==> config.mk <==
export PLATFORM = sky130hd
export DESIGN_NAME = video_src_gen
export DESIGN_NICKNAME = d
export VERILOG_FILES = /design/src/rtl/video_src_pkg.sv /design/src/rtl/video_pattern_gen.sv /design/src/rtl/video_src_gen.sv
export SDC_FILE = /design/constraint.sdc
export NUM_CORES = 1
export LEC_CHECK = 0
export ABC_AREA = 0
export CAP_MARGIN = 20
export CORE_MARGIN = 5
export CORE_UTILIZATION = 50
export CTS_CLUSTER_DIAMETER = 60
export DETAILED_ROUTE_END_ITERATION = 7
export GPL_ROUTABILITY_DRIVEN = 0
export GPL_TIMING_DRIVEN = 0
export PLACE_DENSITY = 0.73
export SETUP_SLACK_MARGIN = 0.3
export SYNTH_ARGS = -nofsm -noshare
export SYNTH_HDL_FRONTEND = slang
export SYNTH_SLANG_ARGS = --single-unit
==> constraint.sdc <==
create_clock -name clk -period 6.9 [get_ports clk]
set_input_delay 1.38 -clock clk [delete_from_list [all_inputs] [get_ports clk]]
set_output_delay 1.38 -clock clk [all_outputs]
set_load 0.02 [all_outputs]
==> src/rtl/video_src_pkg.sv <==
// Shared types and constants for the video source generator.
package video_src_pkg;

  typedef enum logic [2:0] {IDLE, VS, VBLK, HS, ACT, HBLK, DONE} state_t;

  typedef enum logic [1:0] {PAT_GRAD, PAT_CHECK, PAT_SOLID, PAT_LFSR} pattern_t;

  localparam logic [23:0] LFSR_SEED = 24'h000001;
  // Right-shift Galois form of x^24+x^23+x^22+x^17+1
  localparam logic [23:0] LFSR_TAPS = 24'hE10000;

  function automatic logic [23:0] lfsr_step(input logic [23:0] s);
    return s[0] ? ((s >> 1) ^ LFSR_TAPS) : (s >> 1);
  endfunction

endpackage

==> src/rtl/video_pattern_gen.sv <==
// Combinational test-pattern mux with an optional LFSR source.
// LFSR pattern is built only when VIDEO_SRC_LFSR_EN is defined.
module video_pattern_gen import video_src_pkg::*; #(
  parameter logic [23:0] SOLID_RGB = 24'h808080
) (
  input  logic        clk,
  input  logic        rst_n,
  input  logic [7:0]  x,
  input  logic [7:0]  y,
  input  pattern_t    pattern,
  input  logic        advance,
  input  logic        reload,
  output logic [23:0] rgb
);

  logic [23:0] lfsr_val;

`ifdef VIDEO_SRC_LFSR_EN
  logic [23:0] lfsr_q;

  always_ff @(posedge clk or negedge rst_n) begin
    if (!rst_n)       lfsr_q <= LFSR_SEED;
    else if (reload)  lfsr_q <= LFSR_SEED;
    else if (advance) lfsr_q <= lfsr_step(lfsr_q);
  end

  assign lfsr_val = lfsr_q;
`else
  logic unused_lfsr;
  assign unused_lfsr = &{1'b0, clk, rst_n, advance, reload};
  assign lfsr_val    = '0;
`endif

  always_comb begin
    rgb = '0;
    unique case (pattern)
      PAT_GRAD:  rgb = {x, y, x + y};
      PAT_CHECK: rgb = {24{x[3] ^ y[3]}};
      PAT_SOLID: rgb = SOLID_RGB;
      PAT_LFSR:  rgb = lfsr_val;
    endcase
  end

endmodule

==> src/rtl/video_src_gen.sv <==
// Frame-timing FSM for a one-shot synthetic pixel stream (vsync/hsync/DE + RGB).
// Optional LFSR pattern enabled by defining VIDEO_SRC_LFSR_EN.
module video_src_gen import video_src_pkg::*; #(
  parameter int unsigned W_LOG2     = 11,
  parameter int unsigned H_LOG2     = 11,
  parameter int unsigned BLANK_LOG2 = 8,
  parameter logic [23:0] SOLID_RGB  = 24'h808080
) (
  input  logic                  clk,
  input  logic                  rst_n,
  input  logic                  start,
  input  logic [W_LOG2-1:0]     src_width,
  input  logic [H_LOG2-1:0]     src_height,
  input  logic [BLANK_LOG2-1:0] h_blank,
  input  logic [BLANK_LOG2-1:0] v_blank,
  input  logic [1:0]            pattern_sel,
  output logic                  vsync,
  output logic                  hsync,
  output logic                  data_enable,
  output logic [7:0]            cur_R,
  output logic [7:0]            cur_G,
  output logic [7:0]            cur_B,
  output logic                  busy,
  output logic                  frame_sent
);

  state_t                state, state_nxt;
  logic [W_LOG2-1:0]     x_q, x_nxt, w_l;
  logic [H_LOG2-1:0]     y_q, y_nxt, h_l;
  logic [BLANK_LOG2-1:0] b_q, b_nxt, hb_l, vb_l;
  pattern_t              pat_l;
  logic                  cfg_load, line_last;
  logic [23:0]           rgb;

  assign line_last = (y_q == h_l - 1'b1);

  always_comb begin
    state_nxt = state;
    x_nxt     = x_q;
    y_nxt     = y_q;
    b_nxt     = b_q;
    cfg_load  = 1'b0;
    unique case (state)
      IDLE: if (start && src_width != '0 && src_height != '0) begin
        cfg_load  = 1'b1;
        state_nxt = VS;
      end
      VS: begin
        y_nxt     = '0;
        b_nxt     = '0;
        state_nxt = (vb_l != '0) ? VBLK : HS;
      end
      VBLK: if (b_q == vb_l - 1'b1) state_nxt = HS;
            else                    b_nxt     = b_q + 1'b1;
      HS: begin
        x_nxt     = '0;
        state_nxt = ACT;
      end
      ACT: if (x_q == w_l - 1'b1) begin
        b_nxt = '0;
        if (hb_l != '0) state_nxt = HBLK;
        else begin
          state_nxt = line_last ? DONE : HS;
          if (!line_last) y_nxt = y_q + 1'b1;
        end
      end else x_nxt = x_q + 1'b1;
      HBLK: if (b_q == hb_l - 1'b1) begin
        state_nxt = line_last ? DONE : HS;
        if (!line_last) y_nxt = y_q + 1'b1;
      end else b_nxt = b_q + 1'b1;
      DONE:    state_nxt = IDLE;
      default: state_nxt = IDLE;
    endcase
  end

  // Pixel is generated from the next-cycle column/row so it lands with its strobe.
  video_pattern_gen #(.SOLID_RGB(SOLID_RGB)) u_pat (
    .clk     (clk),
    .rst_n   (rst_n),
    .x       (x_nxt[7:0]),
    .y       (y_nxt[7:0]),
    .pattern (pat_l),
    .advance (state_nxt == ACT),
    .reload  (state_nxt == VS),
    .rgb     (rgb)
  );

  always_ff @(posedge clk or negedge rst_n) begin
    if (!rst_n) begin
      state       <= IDLE;
      x_q         <= '0;
      y_q         <= '0;
      b_q         <= '0;
      w_l         <= '0;
      h_l         <= '0;
      hb_l        <= '0;
      vb_l        <= '0;
      pat_l       <= PAT_GRAD;
      vsync       <= 1'b0;
      hsync       <= 1'b0;
      data_enable <= 1'b0;
      busy        <= 1'b0;
      frame_sent  <= 1'b0;
      cur_R       <= '0;
      cur_G       <= '0;
      cur_B       <= '0;
    end else begin
      state <= state_nxt;
      x_q   <= x_nxt;
      y_q   <= y_nxt;
      b_q   <= b_nxt;
      if (cfg_load) begin
        w_l   <= src_width;
        h_l   <= src_height;
        hb_l  <= h_blank;
        vb_l  <= v_blank;
        pat_l <= pattern_t'(pattern_sel);
      end
      vsync       <= (state_nxt == VS);
      hsync       <= (state_nxt == HS);
      data_enable <= (state_nxt == ACT);
      busy        <= !(state_nxt inside {IDLE, DONE});
      frame_sent  <= (state_nxt == DONE);
      {cur_R, cur_G, cur_B} <= (state_nxt == ACT) ? rgb : '0;
    end
  end

endmodule

# Yosys cells after proc, flatten, opt, wreduce, memory -nomap -nowiden
# Index checks and enable logic that the tools add are counted.
totals:
  in_bits: 43
  elab_cells: 90
  register_bits: 102
  out_inout_bits: 29
op_classes:
  n_addsub: 8
  mux: 23
  n_reduce_logical: 17
  bitwise_logic: 1
  n_eq_ne: 22
ops:
  columns: ["op", "n"]
  rows:
  - ["24-bit one-hot mux with 4 select lines", 1]
  - ["11-bit two-way mux", 5]
  - ["11-bit one-hot mux with 3 select lines", 1]
  - ["8-bit one-hot mux with 4 select lines", 1]
  - ["24-bit two-way mux", 1]
  - ["8-bit two-way mux", 3]
  - ["11-bit by 1-bit adder with 11-bit output, second input constant", 2]
  - ["11-bit == test", 2]
  - ["11-bit one-hot mux with 2 select lines", 1]
  - ["11-bit nonzero test", 2]
  - ["11-bit by 1-bit subtractor with 11-bit output, second input constant", 2]
  - ["3-bit two-way mux", 6]
  - ["3-bit one-hot mux with 6 select lines", 1]
  - ["8-bit == test", 2]
  - ["8-bit nonzero test", 2]
  - ["8-bit by 1-bit subtractor with 8-bit output, second input constant", 2]
  - ["3-bit == test, second input constant", 4]
  - ["2-bit inequality test, second input constant", 6]
  - ["3-bit by 2-bit == test with 1-bit output, second input constant", 3]
  - ["8-bit by 1-bit adder with 8-bit output, second input constant", 1]
  - ["8-bit adder", 1]
  - ["4-bit AND reduction", 2]
  - ["3-bit by 1-bit == test with 1-bit output, second input constant", 2]
  - ["3-bit logical NOT", 2]
  - ["11 further kinds", 16]

# Logic depth before layout (Yosys ltp)
logic_depth:
  depth_word: 9
  ltp_mapped: 22
  mapped_depth_nobuf: 20

# Cells and area by module
# Synthesis repeated with hierarchy kept, for this count alone.
hier_totals:
  cells_unflattened: 705
  hier_area_um2: 6128.4
by_module_without_submodules:
  columns: ["mod", "area_each_um2", "cells_per_inst", "instances"]
  rows:
  - ["video_src_gen", 5615.4, 620, 1]
  - ["video_pattern_gen", 513.0, 85, 1]

# Worst setup path after synthesis
# No wires, ideal clock.
synth_path:
  kind: "register to register"
  from: "reg w_l[5]"
  to: "reg cur_B[7]"
  path_buffers: 1
  stages_incl_launch_ff: 20
  t_required_ns: 6.779
  slack_ns: 2.277
  t_arrival_ns: 4.502
  path_cell_list: "dfrtp_1 -> or4_4 -> a2111o_1 -> a2bb2o_1 -> a2111oi_4 -> and3_1 -> o21ba_2 -> clkbuf_1 -> o21ai_0 -> o21ai_0 -> ha_1 -> a21o_1 -> a21oi_1 -> nor2b_1 -> nor2_1 -> nor2_1 -> o41ai_1 -> xor2_1 -> nand4_1 -> and4b_1"
synth_between:
  elab_chain_len: 7
synth_lines:
  columns: ["element", "line_no", "text"]
  rows:
  - ["start: declaration", "video_src_gen.sv:28", "logic [W_LOG2-1:0] x_q, x_nxt, w_l;"]
  - ["start signal: assignment", "video_src_gen.sv:113", "w_l <= src_width;"]
  - ["11-bit by 1-bit subtractor with 11-bit output", "video_src_gen.sv:59", "ACT: if (x_q == w_l - 1'b1) begin"]
  - ["11-bit == test", "video_src_gen.sv:59", null]
  - ["11-bit two-way mux", "video_src_gen.sv:59", null]
  - ["11-bit one-hot mux with 3 select lines", "video_src_gen.sv:43", "unique case (state)"]
  - ["named net u_pat.y[1]", "video_pattern_gen.sv:9", "input logic [7:0] y,"]
  - ["8-bit adder", "video_pattern_gen.sv:37", "PAT_GRAD: rgb = {x, y, x + y};"]
  - ["24-bit one-hot mux with 4 select lines", "video_pattern_gen.sv:36", "unique case (pattern)"]
  - ["24-bit two-way mux", "video_src_gen.sv:124", "{cur_R, cur_G, cur_B} <= (state_nxt == ACT) ? rgb : '0;"]
  - ["end signal: assignment", "video_src_gen.sv:124", null]
  - ["end: declaration", "video_src_gen.sv:22", "output logic [7:0] cur_B,"]
# The timed path passes the listed nets, and every way through them passes these cells. The select of a mux whose other input is x is not followed.
# A chain may end at the register's enable or synchronous reset.

# Worst setup path after layout
layout_path:
  from: "in src_width[2]"
  to: "reg cur_B[7]"
layout_between:
  elab_chain_len: 7
layout_lines:
  columns: ["element", "line_no", "text"]
  rows:
  - ["start: declaration", "video_src_gen.sv:12", "input logic [W_LOG2-1:0] src_width,"]
  - ["11-bit nonzero test", "video_src_gen.sv:44", "IDLE: if (start && src_width != '0 && src_height != '0) begin"]
  - ["1-bit logical AND (2 in a row)", "video_src_gen.sv:44", null]
  - ["3-bit two-way mux", "video_src_gen.sv:44", null]
  - ["3-bit one-hot mux with 6 select lines", "video_src_gen.sv:43", null]
  - ["3-bit == test", "video_src_gen.sv:124", null]
  - ["24-bit two-way mux", "video_src_gen.sv:124", null]
# No other way between the ends.

==> results_dict.tcl <==
set metrics [dict create \
    outcome "finished clean" \
    synth_cells 675 \
    drv_slew 0 \
    synth_cell_types 64 \
    nets 817 \
    power_mw 1.161 \
    drc 0 \
    yosys.area_share.simple 0.2514 \
    clockBufferDepth 2 \
    seq_area_frac_synth 0.4262 \
    path_clk_slew_ns 0.07 \
    layout_min_cycle_time_ns 5.680 \
    ys.flop_type "dfrtp_1" \
    muxShareOfSynthArea 0.01358 \
    cp.required_ns 7.14 \
    clkLatencyLatePin_ns 0.35 \
    grt_pass1_wl_um 25440 \
    die_h_um 119.4 \
    clockPowerShare 0.452 \
    ant_nets 0 \
    critPathLaunchType "input pin" \
    synth_top_family_by_area "simple AND/OR/NAND/NOR gates" \
    cp_max_fo 8 \
    synth_xor_area_frac 0.08337 \
    netlist_area_um2 5988 \
    num_rows 40 \
    drive_above_1_share 0.06684 \
    antenna_cells 0 \
    grt_max_degree 70 \
    cts_sinks 102 \
    endpoint_kind "flop" \
    tightest_slew_ns 0.9646 \
    power_frac_comb 0.034 \
    ios 72 \
    cts_tree "built" \
    peakVddDrop_mv 0.08600 \
    clock.fmax_mhz 176.1 \
    grt_overflow 0 \
    grt_use_total 0.2199 \
    cts_inserted_buffers 9 \
    setup_tns_ns 0 \
    hold_path.class "flop to flop" \
    port_buffers 71 \
    initial_core_util 0.5049 \
    max_cap_viol_count 0 \
    seqPwrFrac 0.514 \
    synth_compound_area_frac 0.1550 \
    postCtsSetupBuffers 0 \
    cpPeakStageDelay_ns 0.76 \
    utilization 0.6080 \
    drt_iter0_markers 294 \
    cp_top_family "compound AO/OA/AOI/OAI gates" \
    synth_seq_cells 102 \
    async_flop_share 1.000 \
    cts_hold_buf 0 \
    rsz0062_at_grt "no" \
    worstPathCellList "clkdlybuf4s50_1 -> nor4_1 -> nand2_1 -> o41ai_1 -> o311ai_0 -> and4b_1 -> buf_2 -> a21oi_1 -> ha_1 -> a21o_1 -> a21oi_1 -> nor2b_1 -> nor2_1 -> nor2_1 -> o41ai_1 -> xor2_1 -> nand4_1 -> and4b_1" \
    synth_edf_count 0 \
    dpl.hpwl_um 11410 \
    grt_pass1_vias 5192 \
    syn_nets 734 \
    ys_warn_count 0 \
    hold_viol 0 \
    worstPathArrival_ns 5.92 \
    wl_per_cell_um 16.44 \
    wl_um 14960 \
    cts_resized 0 \
    fin_worst_skew_ns 0.01190 \
    internal_power_mw 0.9076 \
    dr_total_vias 5275 \
    pwr_density_cell_nw_per_um2 161.0 \
    synth.avg_cell_area_um2 8.871 \
    core_um2 11860 \
    htree_levels 3 \
    ctsRootBufferMaster "clkbuf_16" \
    syn2layout_area_growth_pct 20.43 \
    relSlewSlack 0.3488 \
    synthAdderAreaFrac 0.03468 \
    switchingPower_mw 0.2538 \
    power.leakage_nw 3.252 \
    die_w_um 119.4 \
    dieArea_um2 14260 \
    dr.pass1.iters 4 \
    worstSetupPathType "input pin to flop" \
    setup_violations 0 \
    swShare 0.2185 \
    cp_slowest_cell "o41ai_1" \
    antenna_found_initial 0 \
    post-route-period-util 0.8232 \
    vias_per_cell 5.797 \
    path_buf_inv 2 \
]
-- cells in the final DEF, fill, tap and decap left out, types with 6 or more instances in the layout --
master,count
nand2_1,137
dfrtp_1,102
clkdlybuf4s50_1,70
nor2_1,52
xnor2_1,35
o21ai_0,35
inv_1,25
clkbuf_1,22
xor2_1,22
a21oi_1,18
nor3_1,16
nand3_1,16
ha_1,15
nor4_1,13
a31oi_1,9
or3_1,9
o21ba_2,9
nand4_1,9
clkbuf_16,9
or2_2,8
o31ai_1,7
mux2i_1,7
nand3b_1,6
o211ai_1,6
-- power groups by stage --
stage / registers, mW / logic, mW / clock network [mW]
after floorplan: 0.609 / 0.000827 / 0
after global placement: 0.609 / 0.0380 / 0
after detailed placement: 0.609 / 0.0405 / 0
after CTS: 0.597 / 0.0406 / 0.536
after global routing: 0.597 / 0.0439 / 0.556
final: 0.597 / 0.0395 / 0.525
-- logic make-up (layout without fill, tap and decap cells) --
kind of cell / after synthesis / count (layout)
simple gates: 309 / 309
compound gates: 128 / 128
flops: 102 / 102
xor+xnor: 57 / 57
buf+inv: 55 / 143
fa+ha+maj: 16 / 16
mux: 8 / 8
-- per-layer routing --
metal | GRT usage | vias up | share of wire
li1 | - | 2551 | -
met1 | 0.2967 | 2539 | 0.45
met3 | 0.03799 | 29 | 0.050
met2 | 0.3543 | 156 | 0.48
met4 | 0.08518 | 0 | 0.025
met5 | 0 | - | 0
-- state kept, by name, indices dropped and copies added, names as in the netlist, 2 cells and up --
| signal | cells |
|---|---|
| vb_l | 8 |
| cur_R | 8 |
| x_q | 11 |
| w_l | 11 |
| cur_B | 8 |
| pat_l | 2 |
| cur_G | 8 |
| b_q | 8 |
| state | 3 |
| hb_l | 8 |
| y_q | 11 |
| h_l | 11 |
-- cell type report --
| class | instances | area (um2) |
|---|---|---|
| multi-input cells | 518 | 3222 |
| inverters | 25 | 93.84 |
| fillers | 1032 | 4649 |
| repair buffers | 72 | 735.7 |
| well taps | 147 | 183.9 |
| clock inverters | 6 | 75.07 |
| plain buffers | 30 | 120.1 |
| clock buffers | 10 | 229.0 |
| flip-flops and latches | 102 | 2552 |
-- worst paths after layout --
path                       slack, ns  depth (start not counted)                start             endpoint
min in group asynchronous       0.98                          1                rst_n   h_l[2]$_DFFE_PN0P_
hold / removal                  0.52                          2  h_l[10]$_DFFE_PN0P_  h_l[10]$_DFFE_PN0P_
setup / recovery                1.22                         18         src_width[2]   cur_B[7]$_DFF_PN0_
setup reg to reg                1.58                         19   h_l[0]$_DFFE_PN0P_   cur_B[7]$_DFF_PN0_
max in group asynchronous       5.23                          2                rst_n   b_q[7]$_DFFE_PN0P_
hold reg to reg                 0.52                          2  h_l[10]$_DFFE_PN0P_  h_l[10]$_DFFE_PN0P_
-- cell usage after synthesis, drive strengths merged (10+ instances only) --
library cell | n | area, um2
nand3 | 16 | 80.08
nor3 | 16 | 80.08
or3 | 10 | 67.56
a21oi | 18 | 90.09
ha | 15 | 187.7
dfrtp | 102 | 2552
nor4 | 13 | 81.33
inv | 25 | 93.84
o21ai | 35 | 175.2
xor2 | 22 | 192.7
xnor2 | 35 | 306.5
nor2 | 52 | 195.2
nand2 | 137 | 514.2
clkbuf | 22 | 83.83
-- stage by stage --
step / instances / instance area [um2] / hold WS (ns) / setup WS (ns)
final: 910 / 7212 / 0.5166 / 1.220
after global routing: 910 / 7212 / 0.5384 / 0.7207
after CTS: 910 / 7212 / 0.5241 / 1.211
after detailed placement: 894 / 6908 / 0.5010 / 0.8761
after global placement: 893 / 6883 / 0.4827 / 0.7735
after floorplan: 675 / 5988 / 0.4647 / 2.277
-- worst reg2reg max path, cell delays in order, from the launching register on --
cell      delay (ns)
dfrtp_1         0.47
or4_1           0.62
nor4_1          0.43
nor3_1          0.09
o311ai_0        0.58
nand4_1         0.31
buf_2           0.28
nor2_1          0.14
o21ai_0         0.09
o21ai_0         0.25
ha_1            0.35
a21o_1          0.17
a21oi_1         0.21
nor2b_1         0.07
nor2_1          0.10
nor2_1          0.07
o41ai_1         0.39
xor2_1          0.26
nand4_1         0.11
and4b_1         0.22
Note: power is estimated with default switching activity, not from simulation.
